===== src/rtl/bcd_7seg_scan_pkg.sv =====
// Shared seven-segment definitions: active-low gfedcba patterns, digit-slot encoding
// and the captured-value record used by multiplexed display blocks.
package bcd_7seg_scan_pkg;

   typedef enum logic [1:0] {
      DigUnits    = 2'd0,
      DigTens     = 2'd1,
      DigHundreds = 2'd2,
      DigSign     = 2'd3
   } digit_e;

   typedef struct packed {
      logic [3:0] centena;
      logic [3:0] dezena;
      logic [3:0] unidade;
      logic       negative;
   } digits_t;

   // negative=1 means non-negative, so the reset value shows no minus sign
   localparam digits_t DIGITS_RST = '{centena: 4'd0, dezena: 4'd0, unidade: 4'd0,
                                      negative: 1'b1};

   localparam logic [6:0] SEG_0     = 7'b1000000;
   localparam logic [6:0] SEG_1     = 7'b1111001;
   localparam logic [6:0] SEG_2     = 7'b0100100;
   localparam logic [6:0] SEG_3     = 7'b0110000;
   localparam logic [6:0] SEG_4     = 7'b0011001;
   localparam logic [6:0] SEG_5     = 7'b0010010;
   localparam logic [6:0] SEG_6     = 7'b0000010;
   localparam logic [6:0] SEG_7     = 7'b1111000;
   localparam logic [6:0] SEG_8     = 7'b0000000;
   localparam logic [6:0] SEG_9     = 7'b0010000;
   localparam logic [6:0] SEG_E     = 7'b0000110;
   localparam logic [6:0] SEG_MINUS = 7'b0111111;
   localparam logic [6:0] SEG_BLANK = 7'b1111111;

   localparam logic [3:0] AN_OFF = 4'b1111;

   function automatic logic [3:0] anode_mask(input digit_e d);
      logic [3:0] m;
      m = AN_OFF;
      unique case (d)
         DigUnits:    m = 4'b1110;
         DigTens:     m = 4'b1101;
         DigHundreds: m = 4'b1011;
         DigSign:     m = 4'b0111;
      endcase
      return m;
   endfunction

   function automatic digit_e next_digit(input digit_e d);
      digit_e n;
      n = DigUnits;
      unique case (d)
         DigUnits:    n = DigTens;
         DigTens:     n = DigHundreds;
         DigHundreds: n = DigSign;
         DigSign:     n = DigUnits;
      endcase
      return n;
   endfunction

endpackage


===== src/rtl/bcd_to_seg.sv =====
// Combinational BCD nibble to active-low seven-segment decoder; codes 10..15 show 'E'.
module bcd_to_seg
   import bcd_7seg_scan_pkg::*;
(
   input  logic [3:0] nib,
   output logic [6:0] seg
);

   always_comb begin
      seg = SEG_E;
      case (nib)
         4'd0:    seg = SEG_0;
         4'd1:    seg = SEG_1;
         4'd2:    seg = SEG_2;
         4'd3:    seg = SEG_3;
         4'd4:    seg = SEG_4;
         4'd5:    seg = SEG_5;
         4'd6:    seg = SEG_6;
         4'd7:    seg = SEG_7;
         4'd8:    seg = SEG_8;
         4'd9:    seg = SEG_9;
         default: seg = SEG_E;
      endcase
   end

endmodule


===== src/rtl/bcd_7seg_scan.sv =====
// Four-digit multiplexed common-anode driver for sign/hundreds/tens/units with
// double-buffered input capture, per-slot de-ghosting guard and leading-zero blanking.
module bcd_7seg_scan
   import bcd_7seg_scan_pkg::*;
#(
   parameter int unsigned REFRESH_DIV = 50000,
   parameter int unsigned GUARD       = 2
) (
   input  logic       clk,
   input  logic       rst_n,
   input  logic       load,
   input  logic [3:0] centena,
   input  logic [3:0] dezena,
   input  logic [3:0] unidade,
   input  logic       negative,
   input  logic       blank_lz,
   output logic [6:0] seg,
   output logic [3:0] an,
   output logic       frame_done
);

   localparam int unsigned PW = $clog2(REFRESH_DIV);
   typedef logic [PW-1:0] pre_t;
   localparam pre_t PRE_LAST  = pre_t'(REFRESH_DIV - 1);
   localparam pre_t PRE_GUARD = pre_t'(GUARD);

   pre_t    pre_q;
   digit_e  idx_q;
   digits_t shadow_q;
   digits_t disp_q;
   digits_t in_digits;

   logic       term;
   logic       wrap;
   logic [3:0] sel_nib;
   logic       sel_blank;
   logic [6:0] dec_seg;
   logic [6:0] seg_next;
   logic [3:0] an_next;

   always_comb begin
      term      = (pre_q == PRE_LAST);
      wrap      = term && (idx_q == DigSign);
      in_digits = '{centena: centena, dezena: dezena, unidade: unidade, negative: negative};
   end

   // Blanking checks the displayed nibbles for exact zero, so 10..15 still show 'E'
   always_comb begin
      sel_nib   = disp_q.unidade;
      sel_blank = 1'b0;
      unique case (idx_q)
         DigUnits: sel_nib = disp_q.unidade;
         DigTens: begin
            sel_nib   = disp_q.dezena;
            sel_blank = blank_lz && (disp_q.centena == 4'd0) && (disp_q.dezena == 4'd0);
         end
         DigHundreds: begin
            sel_nib   = disp_q.centena;
            sel_blank = blank_lz && (disp_q.centena == 4'd0);
         end
         DigSign: begin
            sel_nib   = disp_q.unidade;
            sel_blank = disp_q.negative;
         end
      endcase
   end

   bcd_to_seg u_dec (
      .nib (sel_nib),
      .seg (dec_seg)
   );

   always_comb begin
      if (pre_q < PRE_GUARD) begin
         an_next  = AN_OFF;
         seg_next = SEG_BLANK;
      end else begin
         an_next = anode_mask(idx_q);
         if (sel_blank) begin
            seg_next = SEG_BLANK;
         end else if (idx_q == DigSign) begin
            seg_next = SEG_MINUS;
         end else begin
            seg_next = dec_seg;
         end
      end
   end

   always_ff @(posedge clk) begin
      if (!rst_n) begin
         pre_q      <= '0;
         idx_q      <= DigUnits;
         shadow_q   <= DIGITS_RST;
         disp_q     <= DIGITS_RST;
         an         <= AN_OFF;
         seg        <= SEG_BLANK;
         frame_done <= 1'b0;
      end else begin
         if (term) begin
            pre_q <= '0;
            idx_q <= next_digit(idx_q);
         end else begin
            pre_q <= pre_q + pre_t'(1);
         end
         if (load) begin
            shadow_q <= in_digits;
         end
         // A load coinciding with the wrap bypasses shadow so it is not lost for a frame
         if (wrap) begin
            disp_q <= load ? in_digits : shadow_q;
         end
         frame_done <= wrap;
         an         <= an_next;
         seg        <= seg_next;
      end
   end

endmodule

===== config.mk =====
export PLATFORM = sky130hd
export DESIGN_NAME = bcd_7seg_scan
export DESIGN_NICKNAME = d
export VERILOG_FILES = /design/src/rtl/bcd_7seg_scan_pkg.sv /design/src/rtl/bcd_to_seg.sv /design/src/rtl/bcd_7seg_scan.sv
export SDC_FILE = /design/constraint.sdc
export NUM_CORES = 1
export LEC_CHECK = 0
export BUFFER_PORTS_ARGS = -buffer_cell sky130_fd_sc_hd__buf_2
export CORE_MARGIN = 3
export CORE_UTILIZATION = 41
export DETAILED_ROUTE_END_ITERATION = 10
export GPL_ROUTABILITY_DRIVEN = 0
export HOLD_SLACK_MARGIN = 0.05
export PLACE_DENSITY_LB_ADDON = 0.05
export SLEW_MARGIN = 20
export SYNTH_ARGS = -nofsm -noshare
export SYNTH_HDL_FRONTEND = slang
export SYNTH_SLANG_ARGS = --single-unit

===== constraint.sdc =====
create_clock -name clk -period 2.4 [get_ports clk]
set_input_delay 0.12 -clock clk [delete_from_list [all_inputs] [get_ports clk]]
set_output_delay 0.12 -clock clk [all_outputs]
set_load 0.01 [all_outputs]

; ---- Word-level counts from Yosys, hierarchy flattened
; Memory sizes are Yosys's and may differ from the RTL's.
; Index checks and enable logic that the tools add are counted.
[totals]
in_bits = 17
ram_bits = 0
memories = 1
elab_cells = 39
reg_bits = 56
mem_bits_ro = 112
latch_bits = 0
output_inout_bits = 12
[memory_table]
columns = name, words, width, rd, rd_clocked_by_memory_dff, write_ports, line_no
row1 = (name not given), 16, 7, 1, 0, 0, bcd_to_seg.sv:11  ; case (nib)
[op_classes]
magnitude_cmp = 1
n_eq_ne = 4
div = 0
add_sub_neg = 1
multipliers = 0
n_mux = 6
n_reduce_logical = 11
shift = 0
bitwise = 1
[op_table]
columns = op, n
row1 = "16-bit by 1-bit adder with 16-bit output, second input constant", 1
row2 = "16-bit == test, second input constant", 1
row3 = "16-bit by 2-bit < comparator with 1-bit output, second input constant", 1
row4 = 4-bit case mux with 4 select lines, 1
row5 = 13-bit two-way mux, 1
row6 = 4-bit case mux with 3 select lines, 1
row7 = 4-bit zero test, 2
row8 = 2-bit case mux with 4 select lines, 1
row9 = 7-bit two-way mux, 1
row10 = 2-bit OR reduction, 3
row11 = "2-bit == test, second input constant", 2
row12 = 4-bit OR reduction, 1
row13 = 1-bit logical AND, 3
row14 = 1-bit case mux with 3 select lines, 1
row15 = 3-bit OR reduction, 1
row16 = "2-bit by 1-bit == test with 1-bit output, second input constant", 1
row17 = 2-bit zero test, 1
row18 = 1-bit NOT, 1

; ---- Logic depth before layout (Yosys ltp)
; Gate-level depths: netlist of run 1.
[depth]
depth_word = 5
mapped_depth = 8
depth_no_buf = 8

; ---- By module
; Synthesis of run 1 repeated with hierarchy kept, for this count alone.
[hier_totals]
cells_unflattened = 265
area_unflattened_um2 = 2514.9
[by_module_without_submodules]
columns = module, area_per_inst_um2, seq_area_each_um2, cells_each, instances
row1 = bcd_7seg_scan, 2328.5, 1121.1, 238, 1
row2 = bcd_to_seg, 186.4, 0.0, 27, 1

; ---- Least setup slack after synthesis of run 1
; No wires, ideal clock.
[synth_timing]
kind = reg-to-reg
start = reg idx_q[0]
end = reg seg[1]
setup_slack_ns = 0.386
setup_time_ns = 0.074
path_buffers = 0
synth_period_minus_slack_ns = 2.014
t_arrival_ns = 1.939
path_stages_with_launch = 9
t_required_ns = 2.326
path_cell_list = dfxtp_1 > inv_1 > ha_1 > nand2b_1 > a31oi_1 > inv_1 > ha_1 > o21a_1 > o21ai_0
[synth_between]
elab_chain_len = 4
elab_cells_between_ends = 9
cone_classes = eq/ne (3) / mux (2) / reduce/logical (3) / memory (1)
[synth_rtl]
columns = element, line_no
row1 = start: declaration, bcd_7seg_scan.sv:28  ; digit_e idx_q;
row2 = start signal: assignment, bcd_7seg_scan.sv:92  ; idx_q <= DigUnits;
row3 = start signal: assignment, bcd_7seg_scan.sv:101  ; idx_q <= next_digit(idx_q);
row4 = 2-bit == test / 2-bit zero test (equally long branches), "bcd_7seg_scan.sv:51, bcd_7seg_scan.sv:81"
row5 = 2-bit OR reduction (no line), -
row6 = 4-bit case mux with 3 select lines, bcd_7seg_scan.sv:51  ; unique case (idx_q)
row7 = memory read 16 x 7 bit, -
row8 = end signal: assignment, bcd_7seg_scan.sv:114  ; seg <= seg_next;
row9 = end: declaration, bcd_7seg_scan.sv:17  ; output logic [6:0] seg,
; Parallel ways exist; a longest one is shown, timed or not.
; A chain may end at the register's enable or synchronous reset.

; ---- Worst setup path after layout of run 1
; Ends and elaborated chain as after synthesis.

==> results of run 1 <==
-- registers in the layout (all words and copies together) (netlist names) --
register	flops
pre_q	16
disp_q	13
shadow_q	13
seg	7
an	4
idx_q	2
frame_done	1
-- worst max-delay path: cells and delay by family (launching register included) --
kind	cells	cell delay, ps
AO/OA/AOI/OAI	3	540
adder cells (fa/ha/maj)	2	670
buffers and inverters	2	210
flip-flops	1	430
AND/OR/NAND/NOR	1	160
-- power groups by stage --
stage / Combinational (W) / Sequential, W / Clock [W]
after global routing: 0.000109 / 0.000969 / 0.000541
after global placement: 0.0000971 / 0.000986 / 0
after detailed placement: 0.0000978 / 0.000987 / 0
after floorplan: 0.0000538 / 0.000992 / 0
after CTS: 0.0000979 / 0.000965 / 0.000514
final: 0.0000950 / 0.000965 / 0.000485
-- final cells by class --
| cell class | count | area (µm²) |
|---|---|---|
| Timing Repair Buffer | 30 | 155.1 |
| Clock buffer | 6 | 72.57 |
| Clock inverter | 1 | 5.005 |
| Inverter | 9 | 33.78 |
| Tap cell | 75 | 93.84 |
| Multi-Input combinational cell | 180 | 1343 |
| Sequential cell | 56 | 1121 |
| Fill cell | 584 | 3167 |
-- metrics by stage --
stage	worst slack [ps]	util	instance area (µm²)
floorplan	386.4	-	2576
global placement	367.2	0.4584	2746
detailed placement	331.4	0.4584	2746
CTS	289.0	0.4714	2824
global route	133.6	0.4714	2824
finish	314.6	0.4714	2824
-- cell usage in the layout, fill, tap and decap left out, types with 2 or more instances in the layout --
cell	synthesis	routed
a21oi_1	5	5
a31o_2	3	3
a31oi_1	2	2
and2_1	14	14
and3_1	3	3
and4_1	4	4
and4_2	2	2
buf_2	3	28
buf_4	0	2
clkbuf_8	0	5
dfxtp_1	56	56
ha_1	11	11
inv_1	9	9
mux2_2	4	4
mux2_4	10	10
mux2i_1	15	15
nand2_1	13	13
nand2b_1	4	4
nand3_1	9	9
nand4_1	6	6
nor2_1	27	27
nor2b_1	5	5
nor3_1	2	2
nor4_1	4	4
o211ai_1	3	3
o21ai_0	8	8
or3_1	2	2
xnor2_1	3	3
xor2_1	9	9
-- cell families (layout without fill, tap and decap cells) --
logic type                 count (synthesis)  after routing  share of synthesized area
muxes                                     29             29                     0.1340
buffers and inverters                     20             46                    0.04370
xor gates and xnor gates                  12             12                    0.04080
AOI/OAI and AO/OA                         26             26                    0.06605
and+or+nand+nor                          102            102                     0.2268
DFF                                       56             56                     0.4352
adders and majority gates                 11             11                    0.05342
-- Yosys cell counts, types with 4 or more instances --
master,count
a21oi_1,5
and2_1,14
and4_1,4
clkbuf_1,4
dfxtp_1,56
ha_1,11
inv_1,9
mux2_2,4
mux2_4,10
mux2i_1,15
nand2_1,13
nand2b_1,4
nand3_1,9
nand4_1,6
nor2_1,27
nor2b_1,5
nor4_1,4
o21ai_0,8
xor2_1,9
-- routing by layer --
layer,global-route usage,vias to the layer above,routed length (µm),part of all wire
met5,0,-,0,0
met4,0.04748,0,74,0.015
met3,0.03204,5,148,0.031
met2,0.2394,29,2263,0.47
met1,0.1888,822,2344,0.49
li1,-,940,-,-
-- final timing paths --
kind | from | end | slack, ps | depth (start not counted)
worst min register to register | pre_q[0]$_SDFF_PP0_ | pre_q[0]$_SDFF_PP0_ | 470 | 1
worst max-delay path | idx_q[0]$_SDFFE_PN0N_ | seg[1]$_SDFF_PP1_ | 310 | 8
worst max register to register | idx_q[0]$_SDFFE_PN0N_ | seg[1]$_SDFF_PP1_ | 310 | 8
worst min-delay path | negative | shadow_q[0]$_SDFF_PN1_ | 80 | 3
==> results.yml, run 1 <==
run_status:
  outcome: "finished clean"
floorplanning:
  die_w_um: 85.27
  core-area_mm2: 0.005991
  die_h_um: 85.27
  row_count: 28
  start_util: 0.4300
  die_area_mm2: 0.007271
  ios: 29
logic_synthesis:
  netlist_area_mm2: 0.002576
  netlist.area_leader.share: 0.4352
  yosysSeqAreaShare: 0.4352
  synth_edf_count: 0
  synth_ff_type: "dfxtp_1"
  synth_top_area_cell: "dfxtp_1"
  synthCells: 256
  synth_cell_type_count: 42
  synthArstFlopShare: 0
  yosys-top-cells-area: "dfxtp_1 44%, mux2_4 5.8%, mux2i_1 5.8%"
  syn-num-nets: 284
  yosysWarningCount: 0
  avgSynthCellArea_um2: 10.06
  ys_ff_latch: 56
power:
  internal-power_w: 0.001197
  p_leak_nw: 1.194
  switching_share: 0.2251
  power_w: 0.001545
  power_density_mw_per_mm2: 547.0
  switchingPower_w: 0.0003478
  p_comb_frac: 0.062
  p_clk_frac: 0.314
  ir_drop_uv: 288.0
  power_frac_seq: 0.625
sta:
  slew-limit-headroom: 0.6303
  fmax_ghz: 0.4795
  finalSetupViolations: 0
  fin_crit_ps: 2085
  finalHoldViolations: 0
  fin_crit_sh: 0.8689
  skew_ps: 8.652
  tns_ps: 0
  rsz0062_at_grt: "no"
  hold_ws_ps: 79.20
  maxSlewViolCount: 0
  tightestPinTransition_ps: 553.9
grt:
  grt_max_degree: 19
  grt_antenna_before_repair: 0
  grt_pass1_vias: 1769
  grt_pass1_wl_mm: 8.480
  overflow: 0
  grt_usage: 0.1454
setup_path:
  cp-end-kind: "flop"
  critPathKind: "reg -> reg"
  crit_fanout: 5
  critical-path-max-stage-delay_ps: 430
  cp_data_arrival_time_ps: 2320
  crit_path_cell_trace: "inv_1 -> ha_1 -> nand2b_1 -> a31oi_1 -> inv_1 -> ha_1 -> o21a_1 -> o21ai_0"
  cpMaxStageDelayCell: "dfxtp_1"
  cp-start-kind: "flop"
  cp.required_ps: 2640
detailed_routing:
  drtIter0Drc: 45
  drc: 0
  viasPerCell: 5.031
  ant_nets: 0
  dr.pass1.iters: 4
  drt-total-wl_mm: 4.830
  routedWlPerCell_um: 13.53
  vias: 1796
placed_design:
  hpwlAfterDp_mm: 3.445
  dp_cells: 350
  port-buffer-count: 28
clocking:
  clkTransAtPathRegs_ps: 90
  cts_tree: "built"
  cts_setup_buffers: 0
  clock_tree.buffer_depth: 2
  htreeDepth: 2
  hold_buffers: 0
  clkLatencyLatePin_ps: 300
  cts_resized: 0
  cts_root_buf: "clkbuf_8"
  numCtsBuffers: 5
  cts_sinks: 56
finish:
  fin_cells: 357
  area_growth_pct: 9.616
  antenna_cells: 0
  drive_above_1_share: 0.2163
  final_nets: 310
flow_run:
  drv_cap: 0
min_path:
  hold_path.class: "in -> reg"
No activity file was read; power rests on OpenSTA's default activity.
==> run 2: changes to the inputs <==
--- a/config.mk
+++ b/config.mk
@@ -5,7 +5,9 @@
 export SDC_FILE = /design/constraint.sdc
 export NUM_CORES = 1
 export LEC_CHECK = 0
+export ABC_AREA = 1
 export BUFFER_PORTS_ARGS = -buffer_cell sky130_fd_sc_hd__buf_2
+export CORE_ASPECT_RATIO = 1.5
 export CORE_MARGIN = 3
 export CORE_UTILIZATION = 41
 export DETAILED_ROUTE_END_ITERATION = 10
==> results.yml, run 2 <==
run_status:
  outcome: "finished clean"
setup_path:
  critPathBufInv: 3
  cp_data_arrival_time_ps: 2260
  critical-path-max-stage-delay_ps: 450
  critPathKind: "reg -> reg"
  cp.required_ps: 2650
  crit_family: "adder cells"
  cp-start-kind: "flop"
  cp-end-kind: "flop"
  crit_fanout: 10
  cpMostUsedCell: "nand2_1"
  crit_path_cell_trace: "inv_1 -> ha_1 -> clkinv_1 -> o21ai_0 -> ha_1 -> nor2_1 -> nand2_1 -> nand2_1 -> inv_1 -> nand2_1"
  cpMaxStageDelayCell: "o21ai_0"
clocking:
  htreeDepth: 2
  clkTransAtPathRegs_ps: 100
  cts_root_buf: "clkbuf_8"
  cts_setup_buffers: 0
  cts_tree: "built"
  clkLatencyLatePin_ps: 310
  numCtsBuffers: 5
  clock_tree.buffer_depth: 2
  cts_sinks: 56
logic_synthesis:
  yosysSeqAreaShare: 0.4103
  netlist.area_leader.share: 0.4103
  synthCells: 389
  synth_cell_type_count: 26
  synth_top_area_cell: "dfxtp_1"
  yosys-top-cells-area: "dfxtp_1 41%, nand2_1 11%, inv_1 9.2%"
  synth_top_cells_by_count: "83 x nand2_1, 67 x inv_1, 56 x dfxtp_1, 52 x nor2_1, 24 x nand3_1"
  yosysMostFrequentCell: "nand2_1"
  synthArstFlopShare: 0
  ys_ff_latch: 56
  syn-num-nets: 417
  avgSynthCellArea_um2: 7.025
  synth_edf_count: 0
  netlist_area_mm2: 0.002733
  synth_ff_type: "dfxtp_1"
  yosysWarningCount: 0
grt:
  grt_max_degree: 27
  overflow: 0
  grt_antenna_before_repair: 0
  grt_pass1_vias: 2207
  grt_pass1_wl_mm: 9.591
  grt_usage: 0.1538
sta:
  fin_crit_ps: 2014
  tns_ps: 0
  finalHoldViolations: 0
  hold_ws_ps: 220.9
  fin_crit_sh: 0.8391
  maxSlewViolCount: 0
  rsz0062_at_grt: "no"
  finalSetupViolations: 0
  tightestPinTransition_ps: 512.3
  skew_ps: 15.09
  slew-limit-headroom: 0.6581
  fmax_ghz: 0.4965
floorplanning:
  die_w_um: 72.66
  core-area_mm2: 0.006306
  die_h_um: 106.0
  die_area_mm2: 0.007700
  row_count: 35
  start_util: 0.4333
  ios: 29
detailed_routing:
  routedWlPerCell_um: 10.85
  vias: 2262
  drtIter0Drc: 66
  dr.pass1.iters: 4
  viasPerCell: 4.588
  ant_nets: 0
  drt-total-wl_mm: 5.349
  drc: 0
power:
  ir_drop_uv: 274.0
  power_density_mw_per_mm2: 539.9
  p_leak_nw: 1.346
finish:
  reg_top3: "pre_q x16, disp_q x13, shadow_q x13"
  antenna_cells: 0
  final_cell_mix: "83 x nand2_1, 67 x inv_1, 56 x dfxtp_1"
  drive_above_1_share: 0.1432
  final_nets: 446
  fin_util: 0.4794
  largest_reg_flops: 16
  top_register: "pre_q"
  area_growth_pct: 10.62
  layout_commonest_cell: "nand2_1"
placed_design:
  port-buffer-count: 28
  hpwlAfterDp_mm: 4.105
flow_run:
  drv_cap: 0
min_path:
  hold_path.class: "in -> reg"
[run 2: logic make-up (layout without fill, tap and decap cells)]
| family | count (synthesis) | in the layout | share of synthesized area |
|---|---|---|---|
| simple gates | 194 | 194 | 0.3164 |
| buf+inv | 77 | 107 | 0.1145 |
| flops | 56 | 56 | 0.4103 |
| compound gates | 50 | 50 | 0.1053 |
| fa+ha+maj | 11 | 11 | 0.05037 |
| xor+xnor | 1 | 1 | 0.003206 |
[run 2: timing repair]
action | CTS | global route
endpoints found under the hold margin | 1 | 0
resized for setup | 0 | 0
endpoints found under the setup margin | 0 | 0
hold buffers | 1 | 0
[run 2: per-layer routing]
metal | share of wire | global-route usage | vias to the layer above
met5 | 0 | 0 | -
met3 | 0.036 | 0.02933 | 4
met2 | 0.50 | 0.2810 | 29
met4 | 0.013 | 0.04749 | 0
met1 | 0.45 | 0.1750 | 970
li1 | - | - | 1259
[run 2: metrics by stage]
step	cell area (µm²)	setup slack, ps	total power [W]	cells
floorplan	2733	603.1	0.001071	389
global placement	2920	450.6	0.001109	484
detailed placement	2920	416.1	0.001111	484
CTS	3023	370.1	0.001653	493
global route	3023	82.14	0.001705	493
finish	3023	386.1	0.001632	493
[run 2: area by class of cell]
type,instances,area (µm²)
Clock inverter,2,10.01
Fill cell,689,3283
Multi-Input combinational cell,256,1299
Timing Repair Buffer,30,157.7
Tap cell,74,92.59
Clock buffer,6,82.58
Inverter,69,260.3
Sequential cell,56,1121
[run 2: worst reg2reg max path, stage by stage (launching register included)]
cell	delay, ps
dfxtp_1	350
inv_1	100
ha_1	200
clkinv_1	220
o21ai_0	450
ha_1	330
nor2_1	100
nand2_1	50
nand2_1	70
inv_1	30
nand2_1	50
[run 2: where the power goes]
group	leakage [nW]	switching, W	internal [W]
logic	0.838	0.0000667	0.0000536
clock network	0.0510	0.000313	0.000232
registers	0.457	0.00000873	0.000958
total	1.35	0.000389	0.00124
[run 2: final timing paths]
kind / from / endpoint / slack [ps] / cells after the start
max: idx_q[1]$_SDFFE_PN0N_ / seg[1]$_SDFF_PP1_ / 390 / 10
min reg2reg: pre_q[0]$_SDFF_PP0_ / pre_q[0]$_SDFF_PP0_ / 460 / 1
min: load / shadow_q[0]$_SDFF_PN1_ / 220 / 3
max reg2reg: idx_q[1]$_SDFFE_PN0N_ / seg[1]$_SDFF_PP1_ / 390 / 10
